`src/rtl/bos.sv`:
```
// BOS: UART packet router. Frames of DD src dst len payload crc are routed to
// per-destination strobes; destination 0 feeds a 24-bit SPI DAC through a 4-word FIFO.
`timescale 1ns/1ps
module bos #(
  parameter int N_SRC     = 4,
  parameter int BAUD_DIV  = 434,
  parameter int TIMEOUT_W = 20
) (
  input  logic             fpga_clk_48,
  input  logic             n_rst,
  input  logic             rx,
  output logic             tx,
  output logic             dac_din,
  output logic             dac_sclk,
  output logic             dac_sync_n,
  input  logic             dac_sdo,
  input  logic             dac_rdy,
  output logic             dac_rst_n,
  output logic             din_power,
  output logic             sclk_power,
  output logic             rst_power_n,
  output logic             sync_core_n,
  output logic             sync_digital_n,
  output logic             sync_vpr_digital_n,
  output logic             adc_sclk_pwr,
  output logic             adc_din_pwr,
  input  logic             adc_dout_pwr,
  output logic             adc_cs_pwr_n,
  output logic [7:0]       my_rx_data,
  output logic             my_rx_valid,
  output logic [7:0]       my_master_data,
  output logic [N_SRC-1:0] my_valid_bus,
  output logic [7:0]       my_tx_data,
  output logic             my_tx_valid
);
  localparam int BW = $clog2(BAUD_DIV + 1);
  localparam logic [BW-1:0] BIT_END  = BW'(BAUD_DIV - 1);
  localparam logic [BW-1:0] HALF_END = BW'(BAUD_DIV / 2 - 1);

  localparam logic [2:0] RX_IDLE = 3'd0, RX_START = 3'd1, RX_DATA = 3'd2, RX_STOP = 3'd3, RX_WAIT = 3'd4;
  localparam logic [2:0] P_IDLE = 3'd0, P_SRC = 3'd1, P_DST = 3'd2, P_LEN = 3'd3, P_DATA = 3'd4, P_CRC = 3'd5;
  localparam logic [1:0] S_IDLE = 2'd0, S_SHIFT = 2'd1, S_GAP = 2'd2;

  logic          rx_meta, rx_q, rx_prev;
  logic [2:0]    rx_state, rx_bit;
  logic [BW-1:0] rx_cnt;
  logic [7:0]    rx_sh;

  // NOTE: sequential state uses non-blocking assignments only, so every flop sees pre-edge values.
  always_ff @(posedge fpga_clk_48) begin
    if (n_rst) begin
      rx_meta <= 1'b1; rx_q <= 1'b1; rx_prev <= 1'b1;
      rx_state <= RX_IDLE; rx_bit <= '0; rx_cnt <= '0; rx_sh <= '0;
      my_rx_data <= '0; my_rx_valid <= 1'b0;
    end else begin
      rx_meta <= rx; rx_q <= rx_meta; rx_prev <= rx_q;
      my_rx_valid <= 1'b0;
      case (rx_state)
        RX_IDLE: begin
          rx_cnt <= '0;
          if (rx_prev && !rx_q) rx_state <= RX_START;
        end
        RX_START:
          if (rx_cnt == HALF_END) begin
            rx_cnt <= '0; rx_bit <= '0;
            rx_state <= rx_q ? RX_IDLE : RX_DATA;
          end else rx_cnt <= rx_cnt + BW'(1);
        RX_DATA:
          if (rx_cnt == BIT_END) begin
            rx_cnt <= '0;
            rx_sh  <= {rx_q, rx_sh[7:1]};
            rx_bit <= rx_bit + 3'd1;
            if (rx_bit == 3'd7) rx_state <= RX_STOP;
          end else rx_cnt <= rx_cnt + BW'(1);
        RX_STOP:
          if (rx_cnt == BIT_END) begin
            rx_cnt <= '0;
            if (rx_q) begin
              my_rx_data <= rx_sh; my_rx_valid <= 1'b1; rx_state <= RX_IDLE;
            end else rx_state <= RX_WAIT;
          end else rx_cnt <= rx_cnt + BW'(1);
        default: if (rx_q) rx_state <= RX_IDLE;  // framing error: wait for line idle
      endcase
    end
  end

  logic [2:0]           p_state;
  logic [7:0]           src_id, dst_id, pkt_len, data_cnt, sum;
  logic [TIMEOUT_W-1:0] idle_cnt;
  logic                 st_req;
  logic [7:0]           st_byte;

  always_ff @(posedge fpga_clk_48) begin
    if (n_rst) begin
      p_state <= P_IDLE; src_id <= '0; dst_id <= '0; pkt_len <= '0; data_cnt <= '0;
      sum <= '0; idle_cnt <= '0; st_req <= 1'b0; st_byte <= '0;
      my_master_data <= '0; my_valid_bus <= '0;
    end else begin
      st_req <= 1'b0;
      my_valid_bus <= '0;
      if (p_state == P_IDLE || my_rx_valid) idle_cnt <= '0;
      else idle_cnt <= idle_cnt + TIMEOUT_W'(1);
      if (my_rx_valid) begin
        case (p_state)
          P_IDLE: if (my_rx_data == 8'hDD) p_state <= P_SRC;
          P_SRC:  begin src_id <= my_rx_data; p_state <= P_DST; end
          P_DST:  begin dst_id <= my_rx_data; p_state <= P_LEN; end
          P_LEN: begin
            pkt_len <= my_rx_data; data_cnt <= '0; sum <= '0;
            p_state <= (my_rx_data == 8'd0) ? P_CRC : P_DATA;
          end
          P_DATA: begin
            my_master_data <= my_rx_data;
            sum <= sum + my_rx_data;
            for (int i = 0; i < N_SRC; i++) my_valid_bus[i] <= (dst_id == 8'(i));
            data_cnt <= data_cnt + 8'd1;
            if (data_cnt == pkt_len - 8'd1) p_state <= P_CRC;
          end
          default: begin
            st_req  <= 1'b1;
            st_byte <= (my_rx_data == sum) ? 8'h00 : 8'hEE;
            p_state <= P_IDLE;
          end
        endcase
      end else if (&idle_cnt) p_state <= P_IDLE;
    end
  end

  logic          st_pend, tx_busy;
  logic [7:0]    st_hold;
  logic [9:0]    tx_sh;
  logic [3:0]    tx_bit;
  logic [BW-1:0] tx_cnt;

  assign tx = tx_sh[0];

  always_ff @(posedge fpga_clk_48) begin
    if (n_rst) begin
      st_pend <= 1'b0; st_hold <= '0; tx_busy <= 1'b0; tx_sh <= '1; tx_bit <= '0; tx_cnt <= '0;
      my_tx_data <= '0; my_tx_valid <= 1'b0;
    end else begin
      my_tx_valid <= 1'b0;
      if (st_req) begin
        st_pend <= 1'b1; st_hold <= st_byte;
      end else if (st_pend && !tx_busy) begin
        st_pend <= 1'b0; tx_busy <= 1'b1;
        tx_sh <= {1'b1, st_hold, 1'b0}; tx_cnt <= '0; tx_bit <= '0;
        my_tx_data <= st_hold; my_tx_valid <= 1'b1;
      end
      if (tx_busy) begin
        if (tx_cnt == BIT_END) begin
          tx_cnt <= '0;
          tx_sh  <= {1'b1, tx_sh[9:1]};
          tx_bit <= tx_bit + 4'd1;
          if (tx_bit == 4'd9) tx_busy <= 1'b0;
        end else tx_cnt <= tx_cnt + BW'(1);
      end
    end
  end

  logic [1:0]  pk_cnt, wr_ptr, rd_ptr;
  logic [15:0] pk_sh;
  logic [2:0]  fifo_cnt;
  logic [23:0] fifo_mem [4];
  logic        push_word, pop_word;

  assign push_word = my_valid_bus[0] && (pk_cnt == 2'd2) && (fifo_cnt != 3'd4);

  // NOTE: FIFO storage is deliberately not reset; the pointers and count alone define emptiness.
  always_ff @(posedge fpga_clk_48) begin
    if (push_word) fifo_mem[wr_ptr] <= {pk_sh, my_master_data};
  end

  always_ff @(posedge fpga_clk_48) begin
    if (n_rst) begin
      pk_cnt <= '0; pk_sh <= '0; wr_ptr <= '0; rd_ptr <= '0; fifo_cnt <= '0;
    end else begin
      if (p_state == P_IDLE) pk_cnt <= '0;  // drops a partial word at packet end
      else if (my_valid_bus[0]) begin
        pk_sh  <= {pk_sh[7:0], my_master_data};
        pk_cnt <= (pk_cnt == 2'd2) ? 2'd0 : pk_cnt + 2'd1;
      end
      if (push_word) wr_ptr <= wr_ptr + 2'd1;
      if (pop_word)  rd_ptr <= rd_ptr + 2'd1;
      case ({push_word, pop_word})
        2'b10:   fifo_cnt <= fifo_cnt + 3'd1;
        2'b01:   fifo_cnt <= fifo_cnt - 3'd1;
        default: fifo_cnt <= fifo_cnt;
      endcase
    end
  end

  logic [1:0]  s_state, s_ph;
  logic [4:0]  s_bit;
  logic [2:0]  s_gap;
  logic [23:0] s_sh;

  assign pop_word = (s_state == S_IDLE) && (fifo_cnt != 3'd0) && dac_rdy;

  always_ff @(posedge fpga_clk_48) begin
    if (n_rst) begin
      s_state <= S_IDLE; s_ph <= '0; s_bit <= '0; s_gap <= '0; s_sh <= '0;
      dac_sync_n <= 1'b1; dac_sclk <= 1'b0; dac_din <= 1'b0; dac_rst_n <= 1'b0;
    end else begin
      dac_rst_n <= 1'b1;
      case (s_state)
        S_IDLE:
          if (pop_word) begin
            s_sh <= fifo_mem[rd_ptr]; s_ph <= '0; s_bit <= '0;
            dac_sync_n <= 1'b0; s_state <= S_SHIFT;
          end
        S_SHIFT: begin
          s_ph <= s_ph + 2'd1;
          case (s_ph)
            2'd0: begin dac_sclk <= 1'b1; dac_din <= s_sh[23]; s_sh <= {s_sh[22:0], 1'b0}; end
            2'd2: dac_sclk <= 1'b0;
            2'd3: begin
              s_bit <= s_bit + 5'd1;
              if (s_bit == 5'd23) begin
                s_state <= S_GAP; s_gap <= '0; dac_sync_n <= 1'b1; dac_din <= 1'b0;
              end
            end
            default: ;
          endcase
        end
        default: begin
          s_gap <= s_gap + 3'd1;
          if (s_gap == 3'd3) s_state <= S_IDLE;
        end
      endcase
    end
  end

  assign din_power          = 1'b0;
  assign sclk_power         = 1'b0;
  assign rst_power_n        = 1'b1;
  assign sync_core_n        = 1'b1;
  assign sync_digital_n     = 1'b1;
  assign sync_vpr_digital_n = 1'b1;
  assign adc_sclk_pwr       = 1'b0;
  assign adc_din_pwr        = 1'b0;
  assign adc_cs_pwr_n       = 1'b1;

  logic unused_ok;
  assign unused_ok = &{1'b0, dac_sdo, adc_dout_pwr, src_id};
endmodule

```
`config.mk`:
```
export PLATFORM = sky130hd
export DESIGN_NAME = bos
export DESIGN_NICKNAME = d
export VERILOG_FILES = /design/src/rtl/bos.sv
export SDC_FILE = /design/constraint.sdc
export NUM_CORES = 1
export LEC_CHECK = 0
export CAP_MARGIN = 5
export CORE_ASPECT_RATIO = 1.4
export CORE_MARGIN = 2
export CORE_UTILIZATION = 45
export DETAILED_ROUTE_END_ITERATION = 10
export GPL_ROUTABILITY_DRIVEN = 0
export GPL_TIMING_DRIVEN = 0
export HOLD_SLACK_MARGIN = 0.06
export PLACE_DENSITY = 0.74
export SYNTH_ARGS = -nofsm -noshare
export SYNTH_HDL_FRONTEND = slang
export SYNTH_SLANG_ARGS = --single-unit
```
`constraint.sdc`:
```
create_clock -name fpga_clk_48 -period 4.93 [get_ports fpga_clk_48]
set_input_delay 0.7395 -clock fpga_clk_48 [delete_from_list [all_inputs] [get_ports fpga_clk_48]]
set_output_delay 0.7395 -clock fpga_clk_48 [all_outputs]
set_load 0.01 [all_outputs]
```
==> impl_metrics.sql, run 1 <==
INSERT INTO impl_metrics (metric_group, metric, value, unit) VALUES
('run_status', 'run_status', 'finished, final reports clean', ''),
('power', 'power_leakage', '4.97', 'nW'),
('setup_path', 'worst-r2r-setup-slack', '2.09', 'ns'),
('power', 'power_frac_comb', '3.7', '%'),
('sta', 'drv_slew', '0', ''),
('sta', 'clock-skew-final', '0.0256', 'ns'),
('sta', 'relSlewSlack', '14.1', '%'),
('logic_synthesis', 'combined_area_of_all_synthesized_cells', '12500', 'um^2'),
('layout', 'signed_area_change_from_the_synthesized_netlist_to_the_final_layout', '14.3', '%'),
('cts', 'clkSlewWorstSetupHoldPaths', '0.07', 'ns'),
('layout', 'finish.cell_count_without_fillers', '1669', ''),
('logic_synthesis', 'ys_seq_elements', '295', ''),
('route', 'met3WireLength', '1020', 'um'),
('route', 'routed-wl-met2', '14200', 'um'),
('worst_hold_path', 'min_delay_path_depth', '1', ''),
('die', 'io_pins', '50', ''),
('setup_path', 'worstReg2RegStart', 'my_valid_bus[0]', ''),
('cts', 'post_cts.resized_instances', '0', ''),
('global_route', 'globalRouteOverflowTotal', '0', ''),
('placed_design', 'buffer_ports.inserted', '35', ''),
('cts', 'clkLatencyLatePin', '0.55', 'ns'),
('setup_path', 'worst-path-max-fanout', '10', ''),
('die', 'initial_utilization', '45.5', '%'),
('route', 'top_layer', 'met4', ''),
('power', 'internal-power', '0.00372', 'W'),
('cts', 'htreeDepth', '1', ''),
('sta', 'grt_setup_unrepaired', 'false', ''),
('route', 'route.antenna.remaining_nets', '0', ''),
('power', 'power_density_over_the_cells', '334', 'nW/um^2'),
('route', 'drt_drc_violations_left', '0', ''),
('power', 'power.net_switching', '0.00106', 'W'),
('sta', 'final_period_minus_worst_setup_slack', '2.84', 'ns'),
('layout', 'layout_commonest_cell', 'sky130_fd_sc_hd__dfxtp_1', ''),
('cts', 'cts-buffers-inserted', '27', ''),
('run', 'maxCapViolations', '0', ''),
('sta', 'final.period_utilization', '57.6', '%'),
('logic_synthesis', 'synthesis.area_per_instance', '10.4', 'um^2'),
('sta', 'accumulated_negative_setup_slack', '0', 'ns'),
('setup_path', 'worstSetupStartpointType', 'input pin', ''),
('layout', 'fin_nets', '1316', ''),
('cts', 'clkSinkCount', '295', ''),
('sta', 'timing.final.setup_violations', '0', ''),
('die', 'core.rowCount', '72', ''),
('logic_synthesis', 'synth_flop_cell', 'sky130_fd_sc_hd__dfxtp_1', ''),
('cts', 'cts.root.buffer_cell', 'sky130_fd_sc_hd__clkbuf_16', ''),
('logic_synthesis', 'share_of_synthesized_area_occupied_by_flip_flops_and_latches', '54.9', '%'),
('placed_design', 'dp_cells', '1616', ''),
('layout', 'most_frequent_cells_in_the_layout', 'sky130_fd_sc_hd__dfxtp_1, sky130_fd_sc_hd__nand2_1, sky130_fd_sc_hd__nor2_1', ''),
('logic_synthesis', 'synth_top_cell_area_share', '31.9', '%'),
('route', 'num_vias', '8904', ''),
('route', 'm1WireLength', '10500', 'um'),
('logic_synthesis', 'syn-instance-count', '1202', ''),
('placed_design', 'detailed_place_hpwl', '18500', 'um'),
('sta', 'hold_vio_cnt_final', '0', ''),
('route', 'drt_iter0_markers', '528', ''),
('die', 'floorplan.die.height', '201', 'um'),
('die', 'core_region_area', '27500', 'um^2'),
('worst_hold_path', 'startpoint_of_the_tightest_hold_check_path', 'rx_meta', ''),
('route', 'routed_wl', '26500', 'um'),
('power', 'power.switching_fraction', '22.1', '%'),
('setup_path', 'end_kind', 'flip-flop', ''),
('route', 'viasPerCell', '5.33', ''),
('setup_path', 'worstSetupPathType', 'in -> reg', ''),
('placed_design', 'post_dp_cell_area', '13300', 'um^2'),
('sta', 'clock.fmax', '352', 'MHz'),
('sta', 'tightest_pin_transition', '1.29', 'ns'),
('sta', 'final.setup.worst_slack', '2.09', 'ns'),
('power', 'clock_power_share', '43.5', '%'),
('layout', 'num_antenna_cells', '0', ''),
('layout', 'finalInstanceArea', '14300', 'um^2'),
('logic_synthesis', 'async_flop_share', '0', '%');
==> how the worst max path moves through the flow <==
| stage | endpoint | slack (ns) | cells past startpoint |
|---|---|---|---|
| floorplan | fifo_cnt[2] | 2.31 | 10 |
| global placement | fifo_cnt[2] | 1.66 | 11 |
| detailed placement | fifo_cnt[2] | 1.60 | 11 |
| CTS | fifo_mem[0][23] | 2.04 | 3 |
| global route | fifo_cnt[2] | 1.92 | 11 |
| finish | fifo_cnt[2] | 2.09 | 11 |
==> metrics by stage <==
stage               util (%)  hold WS, ns  power, W
finish                  52.0        0.418   0.00478
floorplan                  -        0.389   0.00271
global placement        48.6        0.404   0.00275
CTS                     51.8        0.424   0.00481
detailed placement      48.6        0.405   0.00276
global route            52.0        0.444   0.00493
==> cells by family after synthesis <==
kind of cell	count (synthesis)	synth area share (%)
buffers and inverters	106	3.94
other	2	0.0601
muxes	53	6.70
xor gates and xnor gates	46	3.22
DFF	295	54.9
AOI/OAI and AO/OA	186	9.36
and+or+nand+nor	482	18.5
adders and majority gates	32	3.32
==> flip-flops by register name (all words and copies together) (netlist names), 4 cells and up, named ones only <==
name and count:
fifo_mem 96, s_sh 24, idle_cnt 20, pk_sh 16
tx_sh 10, rx_cnt 9, tx_cnt 9, data_cnt 8
dst_id 8, my_master_data 8, my_rx_data 8, pkt_len 8
rx_sh 8, sum 8, s_bit 5, my_valid_bus 4
tx_bit 4
==> area by class of cell <==
| class | instances | area, um^2 |
|---|---|---|
| Buffer | 77 | 384 |
| Clock buffer | 34 | 712 |
| Tap cell | 370 | 463 |
| Clock inverter | 16 | 161 |
| Sequential cell | 295 | 6870 |
| Multi-Input combinational cell | 810 | 5170 |
| Timing Repair Buffer | 38 | 420 |
| Inverter | 29 | 109 |
| Fill cell | 2408 | 13200 |
==> per-layer routing <==
layer,up-vias,GRT usage [%]
met5,-,0
met4,0,6.76
met1,4307,21.3
met2,167,34.1
li1,4379,-
met3,51,2.28
==> worst max-delay path, stage by stage <==
cell	delay, ns
sky130_fd_sc_hd__clkdlybuf4s50_1	0.48
sky130_fd_sc_hd__o31ai_1	0.09
sky130_fd_sc_hd__or3_1	0.31
sky130_fd_sc_hd__buf_2	0.20
sky130_fd_sc_hd__clkinv_1	0.17
sky130_fd_sc_hd__ha_1	0.22
sky130_fd_sc_hd__inv_1	0.08
sky130_fd_sc_hd__fa_1	0.39
sky130_fd_sc_hd__xor2_1	0.17
sky130_fd_sc_hd__or3_1	0.31
sky130_fd_sc_hd__a21oi_1	0.15
==> cells in the mapped netlist, types with 24 or more instances <==
library cell / instances
sky130_fd_sc_hd__dfxtp_1: 199
sky130_fd_sc_hd__nand2_1: 177
sky130_fd_sc_hd__nor2_1: 132
sky130_fd_sc_hd__edfxtp_1: 96
sky130_fd_sc_hd__a21oi_1: 94
sky130_fd_sc_hd__clkbuf_1: 39
sky130_fd_sc_hd__nand3_1: 37
sky130_fd_sc_hd__ha_1: 30
sky130_fd_sc_hd__inv_1: 27
sky130_fd_sc_hd__mux2i_1: 27
sky130_fd_sc_hd__o21ai_0: 26
sky130_fd_sc_hd__a311oi_1: 24
sky130_fd_sc_hd__mux4_2: 24
sky130_fd_sc_hd__xnor2_1: 24
==> power groups by stage <==
stage	clock network (W)	logic (W)	registers (W)
global placement	0	0.000174	0.00258
floorplan	0	0.000136	0.00257
global route	0.00220	0.000196	0.00253
CTS	0.00211	0.000176	0.00252
detailed placement	0	0.000177	0.00258
finish	0.00208	0.000175	0.00253
Note: power is estimated with default switching activity, not from simulation.
==> run 2: changes to the inputs <==
Clock period 4.93 ns to 3 ns, I/O delays scaled along.
==> results of run 2 <==
The final DEF is identical to that of run 1. Status: finished, final reports clean.
Among the figures that moved: setup slack after placement 1.60 ns -> -0.0399 ns; setup slack after layout 2.09 ns -> 0.161 ns; start point of the critical path dac_rdy -> my_valid_bus[0]; end point of the critical path fifo_cnt[2] -> fifo_mem[3][21]; register-to-register setup slack 2.09 ns -> 0.16 ns; total power 0.00478 W -> 0.00785 W; worst IR drop on VDD 274 uV -> 451 uV
